`config.mk`:
```
export PLATFORM = sky130hd
export DESIGN_NAME = flick_conditioner
export DESIGN_NICKNAME = d
export VERILOG_FILES = /design/src/rtl/flick_pkg.sv /design/src/rtl/flick_conditioner_sync_2ff.sv /design/src/rtl/flick_conditioner.sv
export SDC_FILE = /design/constraint.sdc
export NUM_CORES = 1
export LEC_CHECK = 0
export ABC_CLOCK_PERIOD_IN_PS = 3550
export CAP_MARGIN = 20
export CORE_MARGIN = 2
export CORE_UTILIZATION = 53
export CTS_CLUSTER_SIZE = 12
export DETAILED_ROUTE_END_ITERATION = 16
export HOLD_SLACK_MARGIN = 0.12
export PLACE_DENSITY = 0.83
export RECOVER_POWER = 50
export SLEW_MARGIN = 20
export SYNTH_ARGS = -nofsm -noshare
export SYNTH_HDL_FRONTEND = slang
export SYNTH_SLANG_ARGS = --single-unit
export TNS_END_PERCENT = 50
```
`constraint.sdc`:
```
create_clock -name CLK -period 3.55 [get_ports CLK]
set_input_delay 0.5325 -clock CLK [delete_from_list [all_inputs] [get_ports CLK]]
set_output_delay 0.5325 -clock CLK [all_outputs]
set_load 0.1 [all_outputs]
```
`src/rtl/flick_pkg.sv`:
```
// Shared types and constants for the FLICK button front-end.
// Imported by flick_conditioner; sync_2ff is kept type-free for reuse.
package flick_pkg;

  localparam int unsigned PRESS_CNT_W = 8;

  typedef enum logic [1:0] {
    StIdle        = 2'd0,
    StPressWait   = 2'd1,
    StPressed     = 2'd2,
    StReleaseWait = 2'd3
  } flick_state_e;

  // Bits needed to hold counts 0..n-1, never narrower than one bit.
  function automatic int unsigned cnt_w(input int unsigned n);
    return (n <= 2) ? 1 : $clog2(n);
  endfunction

  function automatic int unsigned max_u(input int unsigned a, input int unsigned b);
    return (a > b) ? a : b;
  endfunction

endpackage

```
`src/rtl/flick_conditioner_sync_2ff.sv`:
```
// Two-flop synchroniser with synchronous active-high reset, for any
// asynchronous single-bit input entering the system clock domain.
module sync_2ff (
  input  logic clk_i,
  input  logic rst_i,
  input  logic d_i,
  output logic q_o
);

  logic sync1_q;
  logic sync2_q;

  always_ff @(posedge clk_i) begin
    if (rst_i) begin
      sync1_q <= 1'b0;
      sync2_q <= 1'b0;
    end else begin
      sync1_q <= d_i;
      sync2_q <= sync1_q;
    end
  end

  assign q_o = sync2_q;

endmodule

```
`src/rtl/flick_conditioner.sv`:
```
// Debounces a raw push-button into a clean one-cycle FLICK pulse per press,
// with optional auto-repeat while held, a debounced level and a press counter.
module flick_conditioner
  import flick_pkg::*;
#(
  parameter int unsigned DEBOUNCE_CYCLES = 4,
  parameter int unsigned REPEAT_DELAY    = 0,
  parameter int unsigned REPEAT_PERIOD   = 8
) (
  input  logic                   CLK,
  input  logic                   RST,
  input  logic                   BTN_RAW,
  output logic                   FLICK,
  output logic                   BTN_LEVEL,
  output logic [PRESS_CNT_W-1:0] PRESS_CNT
);

  localparam int unsigned DcntW = cnt_w(DEBOUNCE_CYCLES);
  localparam int unsigned RcntW = cnt_w(max_u(REPEAT_DELAY, REPEAT_PERIOD));
  localparam bit          RepeatEn = (REPEAT_DELAY != 0);

  localparam logic [DcntW-1:0] DcntLast = DcntW'(DEBOUNCE_CYCLES - 1);
  localparam logic [RcntW-1:0] RDelayLast =
      RcntW'((REPEAT_DELAY == 0) ? 0 : REPEAT_DELAY - 1);
  localparam logic [RcntW-1:0] RPeriodLast =
      RcntW'((REPEAT_PERIOD == 0) ? 0 : REPEAT_PERIOD - 1);

  logic sync2;

  flick_state_e state_q, state_d;
  logic [DcntW-1:0]       dcnt_q, dcnt_d;
  logic [RcntW-1:0]       rcnt_q, rcnt_d;
  logic                   later_q, later_d;
  logic                   flick_q, flick_d;
  logic                   level_q, level_d;
  logic [PRESS_CNT_W-1:0] cnt_q, cnt_d;
  logic [RcntW-1:0]       rterm;

  sync_2ff u_sync (
    .clk_i (CLK),
    .rst_i (RST),
    .d_i   (BTN_RAW),
    .q_o   (sync2)
  );

  always_ff @(posedge CLK) begin
    if (RST) begin
      state_q <= StIdle;
    end else begin
      state_q <= state_d;
    end
  end

  always_comb begin
    state_d = state_q;
    case (state_q)
      StIdle: begin
        if (sync2) state_d = StPressWait;
      end
      StPressWait: begin
        if (!sync2) begin
          state_d = StIdle;
        end else if (dcnt_q == DcntLast) begin
          state_d = StPressed;
        end
      end
      StPressed: begin
        if (!sync2) state_d = StReleaseWait;
      end
      StReleaseWait: begin
        if (sync2) begin
          state_d = StPressed;
        end else if (dcnt_q == DcntLast) begin
          state_d = StIdle;
        end
      end
      default: state_d = StIdle;
    endcase
  end

  // later_q selects the steady repeat period once the first repeat has fired.
  assign rterm = later_q ? RPeriodLast : RDelayLast;

  always_comb begin
    dcnt_d  = dcnt_q;
    rcnt_d  = rcnt_q;
    later_d = later_q;
    flick_d = 1'b0;
    level_d = level_q;
    cnt_d   = cnt_q;
    case (state_q)
      StIdle: begin
        level_d = 1'b0;
        dcnt_d  = '0;
      end
      StPressWait: begin
        if (sync2) begin
          if (dcnt_q == DcntLast) begin
            flick_d = 1'b1;
            level_d = 1'b1;
            cnt_d   = cnt_q + 1'b1;
            rcnt_d  = '0;
            later_d = 1'b0;
          end else begin
            dcnt_d = dcnt_q + 1'b1;
          end
        end
      end
      StPressed: begin
        if (!sync2) begin
          dcnt_d = '0;
        end else if (RepeatEn) begin
          // Holding off one cycle after a pulse keeps FLICK from ever
          // being high on two consecutive edges when the period is 1.
          if (rcnt_q == rterm) begin
            if (!flick_q) begin
              flick_d = 1'b1;
              rcnt_d  = '0;
              later_d = 1'b1;
            end
          end else begin
            rcnt_d = rcnt_q + 1'b1;
          end
        end
      end
      StReleaseWait: begin
        if (!sync2) begin
          if (dcnt_q == DcntLast) begin
            level_d = 1'b0;
            rcnt_d  = '0;
            later_d = 1'b0;
          end else begin
            dcnt_d = dcnt_q + 1'b1;
          end
        end
      end
      default: begin
        level_d = 1'b0;
        dcnt_d  = '0;
        rcnt_d  = '0;
        later_d = 1'b0;
      end
    endcase
  end

  always_ff @(posedge CLK) begin
    if (RST) begin
      dcnt_q  <= '0;
      rcnt_q  <= '0;
      later_q <= 1'b0;
      flick_q <= 1'b0;
      level_q <= 1'b0;
      cnt_q   <= '0;
    end else begin
      dcnt_q  <= dcnt_d;
      rcnt_q  <= rcnt_d;
      later_q <= later_d;
      flick_q <= flick_d;
      level_q <= level_d;
      cnt_q   <= cnt_d;
    end
  end

  assign FLICK     = flick_q;
  assign BTN_LEVEL = level_q;
  assign PRESS_CNT = cnt_q;

endmodule

```
# After elaboration in Yosys (flattened, before gate mapping)
# Index checks and enable logic that the tools add are counted.
[classes]
n_addsub = 2
n_mul = 0
div_mod_pow = 0
order_cmp = 0
eq_ne = 12
shifts = 0
n_mux = 18
bitwise = 2
n_reduce_logical = 7
[ops]
columns = ["op", "count"]
rows = [
  ["$mux W2", 10],
  ["$pmux W2 S4", 2],
  ["$add A8 B1 Y8 const B", 1],
  ["$ne A2 B2 Y1 const B", 4],
  ["$eq A2 B2 Y1 const B", 3],
  ["$reduce_and A3 Y1", 2],
  ["$mux W1", 5],
  ["$reduce_and A5 Y1", 1],
  ["$ne A2 B1 Y1 const B", 2],
  ["$reduce_and A4 Y1", 1],
  ["$ne A3 B2 Y1 const B", 1],
  ["$ne A3 B3 Y1 const B", 1],
  ["$pmux W1 S3", 1],
  ["$reduce_bool A3 Y1", 1],
  ["$reduce_or A3 Y1", 1],
  ["$add A2 B1 Y2 const B", 1],
  ["$eq A2 B1 Y1 const B", 1],
  ["$logic_not A2 Y1", 1],
  ["$not A1 Y1", 2],
]
[totals]
ff_bits = 16
latchBits = 0
ramBits = 0
mem_bits_ro = 0
out_inout_bits = 10
word_cells = 48
n_memories = 0

# Longest topological paths before layout
# Gate-level depths: netlist of the first run.
[logic_depth]
depth_word = 4
ltp_mapped = 6
ltp_nobuf = 4

# Hierarchy
# From an unflattened synthesis of the first run, not the netlist that was laid out.
[unflattened]
cells_unflattened = 81
hier_area_um2 = 745.7
[modules_own_cells]
columns = ["mod", "instances", "cells_each", "area_per_inst_um2", "seq_area_each_um2"]
rows = [
  ["flick_conditioner", 1, 77, 693.2, 280.3],
  ["sync_2ff", 1, 4, 52.6, 40.0],
]

# Worst setup path before layout of the first run
# No wires, ideal clock.
[synth_timing]
kind = "register -> register"
start = "reg cnt_q[0], in the netlist PRESS_CNT[0]"
end = "reg cnt_q[7], in the netlist PRESS_CNT[7]"
setup_ns = 0.121
arrival_time_ns = 1.897
t_required_ns = 3.429
setup_slack_ns = 1.532
stages_incl_launch_ff = 4
path_buffers = 0
period_less_slack_ns = 2.018
cell_sequence = "dfxtp_1 nand3_1 nor4_1 mux2_2"
[synth_via]
elab_chain_len = 1
[synth_lines]
columns = ["element", "line", "source"]
rows = [
  ["from (decl)", "flick_conditioner.sv:36", "logic [PRESS_CNT_W-1:0] cnt_q, cnt_d;"],
  ["from (signal assigned)", "flick_conditioner.sv:160", "cnt_q <= cnt_d;"],
  ["$add A8 B1 Y8", "flick_conditioner.sv:101", "cnt_d = cnt_q + 1'b1;"],
]
# Every way passes these cells.
# A chain may end at the register's enable or synchronous reset.

# Final worst setup path of the first run
[layout_timing]
start = "reg cnt_q[2], in the netlist PRESS_CNT[2]"
end = "out PRESS_CNT[2]"
[layout_lines]
columns = ["element", "line", "source"]
rows = [
  ["to (decl)", "flick_conditioner.sv:15", "output logic [PRESS_CNT_W-1:0] PRESS_CNT"],
]
# No word-level cell between the ends.

==> flow_metrics.env, run 1 <==
export IMPL_status="complete, no violations"
export IMPL_dp_hpwl_um=907
export IMPL_grt_max_degree=19
export IMPL_synth_top_family_by_area="simple AND/OR/NAND/NOR gates"
export IMPL_r2r_start="dcnt_q[0]"
export IMPL_synth_edf_count=0
export IMPL_layout_min_cycle_time_ns=2.42
export IMPL_hold_viol=0
export IMPL_syn_nets=89
export IMPL_synth_xor_area_share_pct=2.30
export IMPL_crit_buf_inv=1
export IMPL_nFillCells=106
export IMPL_hp_class="reg2reg"
export IMPL_min_period_over_period_pct=68.2
export IMPL_crit_required_ns=3.02
export IMPL_critical_path_max_stage_delay_ns=1.17
export IMPL_path_max_fanout=6
export IMPL_nNetsFinal=99
export IMPL_synthSimpleGateAreaFrac_pct=26.3
export IMPL_grt_pass1_vias=572
export IMPL_antenna_cells=0
export IMPL_critPathArrivalTime_ns=1.89
export IMPL_clkLatencyLatePin_ns=0.29
export IMPL_cp_start_kind="flop"
export IMPL_cp_slowest_cell="clkdlybuf4s50_1"
export IMPL_cts_sinks=16
export IMPL_ys_top_cells_by_count="dfxtp_1, a21oi_1, nor2_1, nand2_1"
export IMPL_yosysUniqueCellTypes=30
export IMPL_vias_per_cell=6.08
export IMPL_wirelength_mm=1.46
export IMPL_cp_top_family="buffers and inverters"
export IMPL_irDropWorstVdd_mv=0.218
export IMPL_netlist_area_um2=762
export IMPL_synth_area_mux_share_pct=2.79
export IMPL_cts_path_max_buffers=2
export IMPL_rows=13
export IMPL_slew_headroom_pct=34.7
export IMPL_cts_clk_slew_worst_paths_ns=0.10
export IMPL_crit_chain="clkdlybuf4s50_1"
export IMPL_cts_resized=0
export IMPL_crit_start="PRESS_CNT[2]"
export IMPL_slew_viol_final=0
export IMPL_setup_tns_final_ns=0
export IMPL_ctsHoldBuffers=0
export IMPL_worstSetupEndpointType="output port"
export IMPL_vias=657
export IMPL_cts_buffers=3
export IMPL_tightest_slew_ns=0.977
export IMPL_async_flop_share_pct=0
export IMPL_synth_most_common_cell="dfxtp_1"
export IMPL_wl_per_cell_um=13.5
export IMPL_grt_pass1_wl_mm=2.35
export IMPL_port_buffers=12
export IMPL_ant_nets=0
export IMPL_die_w_um=41.9
export IMPL_yosysSeqAreaShare_pct=42.0
export IMPL_clock_fmax_mhz=413
export IMPL_drt_first_iter_violations=25
export IMPL_overflow=0
export IMPL_synth_top_area_share_pct=42.0
export IMPL_setup_viol=0
export IMPL_io_pins=13
export IMPL_cts_tree="yes"
export IMPL_power_leakage_nw=0.293
export IMPL_worst_setup_path_type="reg2out"
export IMPL_die_h_um=41.9
export IMPL_drive_gt1_share_pct=7.53
export IMPL_yosysTopAreaCell="dfxtp_1"
export IMPL_area_delta_synth_final_pct=15.4
export IMPL_antenna_found_initial=0
export IMPL_synth_compound_area_share_pct=16.7
export IMPL_ys_flop_type="dfxtp_1"
export IMPL_power_density_nw_per_um2=357
export IMPL_gp_congestion=0.769
export IMPL_coreArea_um2=1320
export IMPL_grt_usage_pct=17.1
export IMPL_syn_instance_count=84
export IMPL_maxCapViolCount=0
export IMPL_rsz0062_at_grt="false"
export IMPL_start_util_pct=57.8
export IMPL_final_util_pct=66.8
export IMPL_synth_adder_area_share_pct=3.28
export IMPL_drc=0
export IMPL_ff_latch_area_um2=320
export IMPL_ys_warn_count=0
export IMPL_multi_input_comb_area_um2=377
export IMPL_yosys_top_cells_area="dfxtp_1, a21oi_1, nor2_1"
export IMPL_clock_skew_ns=0.00237
export IMPL_holdCritStartpoint="u_sync.sync1_q"
export IMPL_h_tree_depth=1
export IMPL_postCtsSetupRepairBufs=0
export IMPL_avgSynthCellArea_um2=9.07
export IMPL_root_buffer="clkbuf_4"
export IMPL_dieArea_um2=1760
export IMPL_ys_ff_latch=16
export IMPL_drtPass1Iterations=4
-- worst paths after layout --
| kind | endpoint | slack (ns) | cells after the start |
|---|---|---|---|
| setup / recovery | PRESS_CNT[2] | 1.13 | 1 |
| setup reg to reg | PRESS_CNT[7] | 1.33 | 4 |
| hold / removal | u_sync.q_o | 0.45 | 1 |
| hold reg to reg | u_sync.q_o | 0.45 | 1 |
-- power by group --
| group | switching (mW) | leakage, nW | internal [mW] |
|---|---|---|---|
| clock | 0.0603 | 0.0210 | 0.0625 |
| sequential | 0.00237 | 0.129 | 0.181 |
| combinational | 0.00400 | 0.143 | 0.00362 |
-- cells by family after synthesis --
logic type | count (synthesis)
compound gates | 21
xor+xnor | 2
fa+ha+maj | 2
buf+inv | 9
flops | 16
mux | 2
simple gates | 32
-- cell usage in the layout (no fill, tap or decap) --
cell,n
dlygate4sd3_1,1
a21oi_1,9
nand3_1,4
or4_1,2
clkbuf_8,1
nand4b_1,1
ha_1,2
nor2b_1,3
nand2b_1,1
and4bb_2,2
mux2_2,1
o211ai_1,1
o32ai_1,1
o21bai_1,1
a2111oi_0,1
clkdlybuf4s50_1,11
a32oi_1,1
a31oi_1,1
clkbuf_4,3
dfxtp_1,16
nor4_1,1
o31ai_1,2
inv_1,2
nor2_1,7
mux2i_1,1
or3_1,3
o21ai_0,4
nor4b_1,2
xor2_1,2
nand2_1,6
-- per-layer routing --
layer  share of wire, %  GRT usage (%)  up-vias
met5                  0              0        -
met4                1.5           9.03        0
met3                5.7           2.61        5
met2                 48           28.4       21
met1                 45           21.0      310
li1                   -              -      321
-- state kept, by name (all words and copies together) (netlist names), named ones only --
name / cells
FLICK: 1
dcnt_q: 2
PRESS_CNT: 8
BTN_LEVEL: 1
state_q: 1
u_sync.sync1_q: 1
u_sync.q_o: 1
-- cell type report --
cell class / instances / area share, %
clock buffer: 4 / 4.13
inverter: 2 / 0.853
multi-input combinational: 59 / 42.8
sequential: 16 / 36.4
tap: 15 / 2.13
timing repair buffer: 12 / 13.7
-- per-stage QoR --
| step | std cells | hold WS [ns] | setup slack (ns) | power (mW) | area (um2) |
|---|---|---|---|---|---|
| after CTS | 108 | 0.455 | 1.12 | 0.316 | 895 |
| after detailed placement | 104 | 0.433 | 1.48 | 0.195 | 858 |
| final | 108 | 0.448 | 1.13 | 0.314 | 880 |
| after global placement | 104 | 0.419 | 1.50 | 0.195 | 858 |
| after floorplan | 84 | 0.414 | 1.53 | 0.193 | 762 |
| after global routing | 108 | 0.472 | 1.09 | 0.321 | 880 |
No activity file was read; power rests on OpenSTA's default activity.
==> inputs of run 2 (changes only) <==
--- a/config.mk
+++ b/config.mk
@@ -5,14 +5,15 @@
 export SDC_FILE = /design/constraint.sdc
 export NUM_CORES = 1
 export LEC_CHECK = 0
-export ABC_CLOCK_PERIOD_IN_PS = 3550
+export ABC_CLOCK_PERIOD_IN_PS = 2150
 export CAP_MARGIN = 20
+export CORE_ASPECT_RATIO = 1.2
 export CORE_MARGIN = 2
-export CORE_UTILIZATION = 53
+export CORE_UTILIZATION = 45
 export CTS_CLUSTER_SIZE = 12
 export DETAILED_ROUTE_END_ITERATION = 16
 export HOLD_SLACK_MARGIN = 0.12
-export PLACE_DENSITY = 0.83
+export PLACE_DENSITY = 0.75
 export RECOVER_POWER = 50
 export SLEW_MARGIN = 20
 export SYNTH_ARGS = -nofsm -noshare
==> constraint.sdc (replaced) <==
create_clock -name CLK -period 2.15 [get_ports CLK]
set_input_delay 0.3225 -clock CLK [delete_from_list [all_inputs] [get_ports CLK]]
set_output_delay 0.3225 -clock CLK [all_outputs]
set_load 0.1 [all_outputs]
==> run 2 against run 1 <==
Clock power up 58%. Clock skew is 0.00051 ns lower. Sequential share of layout area rose by 0.85 points. Sequential power increased by 66%. Critical path type is now reg2reg. Largest cell class unchanged.
==> flow_metrics.env, run 2 (synthesized netlist as in run 1, its figures left out) <==
export IMPL_status="complete, no violations"
export IMPL_cts_clk_slew_worst_paths_ns=0.09
export IMPL_min_period_over_period_pct=86.7
export IMPL_irDropWorstVdd_mv=0.348
export IMPL_slew_viol_final=0
export IMPL_largest_register_ffs=8
export IMPL_port_buffers=12
export IMPL_power_density_nw_per_um2=595
export IMPL_ant_nets=0
export IMPL_layout_min_cycle_time_ns=1.86
export IMPL_postCtsSetupRepairBufs=0
export IMPL_antenna_cells=0
export IMPL_tightest_slew_ns=1.16
export IMPL_r2r_start="dcnt_q[0]"
export IMPL_cts_tree="yes"
export IMPL_nNetsFinal=100
export IMPL_vias_per_cell=5.68
export IMPL_io_pins=13
export IMPL_reg2reg_to="PRESS_CNT[7]"
export IMPL_gp_congestion=0.739
export IMPL_clockPowerShare_pct=38.0
export IMPL_dp_hpwl_um=941
export IMPL_setup_viol=0
export IMPL_cts_buffers=3
export IMPL_antenna_found_initial=0
export IMPL_dieArea_um2=2040
export IMPL_hp_class="reg2reg"
export IMPL_area_delta_synth_final_pct=12.8
export IMPL_cts_resized=0
export IMPL_h_tree_depth=1
export IMPL_maxCapViolCount=0
export IMPL_setup_tns_final_ns=0
export IMPL_grt_max_degree=15
export IMPL_slew_headroom_pct=23.3
export IMPL_ff2ff_path_depth=4
export IMPL_start_util_pct=47.0
export IMPL_vias=636
export IMPL_holdCritStartpoint="u_sync.sync1_q"
export IMPL_rows=16
export IMPL_drc=0
export IMPL_p_int_mw=0.409
export IMPL_power_frac_seq_pct=59.2
export IMPL_path_max_fanout=14
export IMPL_drive_gt1_share_pct=19.1
export IMPL_final_common_cell="dfxtp_1"
export IMPL_die_w_um=41.6
export IMPL_root_buffer="clkbuf_4"
export IMPL_grt_usage_pct=14.6
export IMPL_wirelength_mm=1.30
export IMPL_die_h_um=49.1
export IMPL_overflow=0
export IMPL_crit_required_ns=2.33
export IMPL_drtPass1Iterations=4
export IMPL_holdWs_ns=0.457
export IMPL_clkLatencyLatePin_ns=0.28
export IMPL_grt_pass1_wl_mm=2.39
export IMPL_hold_viol=0
export IMPL_drt_first_iter_violations=17
export IMPL_clock_skew_ns=0.00186
export IMPL_power_leakage_nw=0.349
export IMPL_worstSetupEndpointType="flop"
export IMPL_wl_per_cell_um=11.6
export IMPL_reg2reg_setup_slack_ns=0.29
export IMPL_crit_start="dcnt_q[0]"
export IMPL_grt_pass1_vias=563
export IMPL_cts_sinks=16
export IMPL_crit_path_end="PRESS_CNT[7]"
export IMPL_switching_share_pct=20.1
export IMPL_ctsHoldBuffers=0
export IMPL_cts_path_max_buffers=2
export IMPL_critPathArrivalTime_ns=2.04
export IMPL_switchingPower_mw=0.103
export IMPL_rsz0062_at_grt="false"
export IMPL_final_cell_mix="dfxtp_1, a21oi_1, nor2_1, clkbuf_2, nand2_1"
export IMPL_combPwrFrac_pct=2.7
export IMPL_coreArea_um2=1620
export IMPL_cp_start_kind="flop"
export IMPL_clock_fmax_mhz=536
export IMPL_worst_setup_path_type="reg2reg"
export IMPL_p_total_mw=0.511
-- run 2: cell count changes in the layout (fill, tap and decap cells not counted) --
cell	change
clkbuf_2	+7
nand4b_4	+1
clkdlybuf4s50_1	-10
buf_4	+3
nand4b_1	-1
clkbuf_1	+1
-- run 2: power by group through the flow --
stage | Combinational, mW | Clock, mW | Sequential, mW
after detailed placement | 0.0144 | 0 | 0.310
after global placement | 0.0142 | 0 | 0.310
after floorplan | 0.0122 | 0 | 0.306
final | 0.0140 | 0.194 | 0.303
after global routing | 0.0162 | 0.214 | 0.304
after CTS | 0.0145 | 0.200 | 0.303
-- run 2: cell type report --
cell class                      count  area (um2)
Clock buffer                        4        36.3
Inverter                            2        7.51
Sequential cell                    16         320
Fill cell                         151         762
Timing Repair Buffer               13        81.3
Tap cell                           18        22.5
Multi-Input combinational cell     59         392
-- run 2: worst max-delay path, stage by stage (launching register included) --
cell	delay, ns
dfxtp_1	0.40
ha_1	0.38
nand4b_4	0.25
nor4_1	0.37
mux2_2	0.36
-- run 2: worst min path at each step --
| stage | to | slack [ns] | cells after the start |
|---|---|---|---|
| 4_1_cts | u_sync.q_o | 0.46 | 1 |
| 6_report | u_sync.q_o | 0.46 | 1 |
| 2_1_floorplan | u_sync.q_o | 0.41 | 1 |
| 3_5_place_dp | u_sync.q_o | 0.43 | 1 |
| 5_1_grt | u_sync.q_o | 0.48 | 1 |
| 3_3_place_gp | u_sync.q_o | 0.42 | 1 |
-- run 2: per-layer routing --
| metal | GRT usage (%) | share of wire (%) | up-vias |
|---|---|---|---|
| met2 | 24.0 | 51 | 12 |
| li1 | - | - | 326 |
| met3 | 2.22 | 3.0 | 4 |
| met4 | 6.45 | 1.4 | 0 |
| met1 | 18.7 | 45 | 294 |
| met5 | 0 | 0 | - |
-- run 2: through the flow --
step | std cells | setup slack, ns | cell area (um2) | utilization [%]
final | 112 | 0.286 | 860 | 53.0
after CTS | 112 | 0.258 | 881 | 54.3
after global placement | 108 | 0.353 | 845 | 52.1
after detailed placement | 108 | 0.269 | 845 | 52.1
after global routing | 112 | 0.0753 | 860 | 53.0
after floorplan | 84 | 0.132 | 762 | -
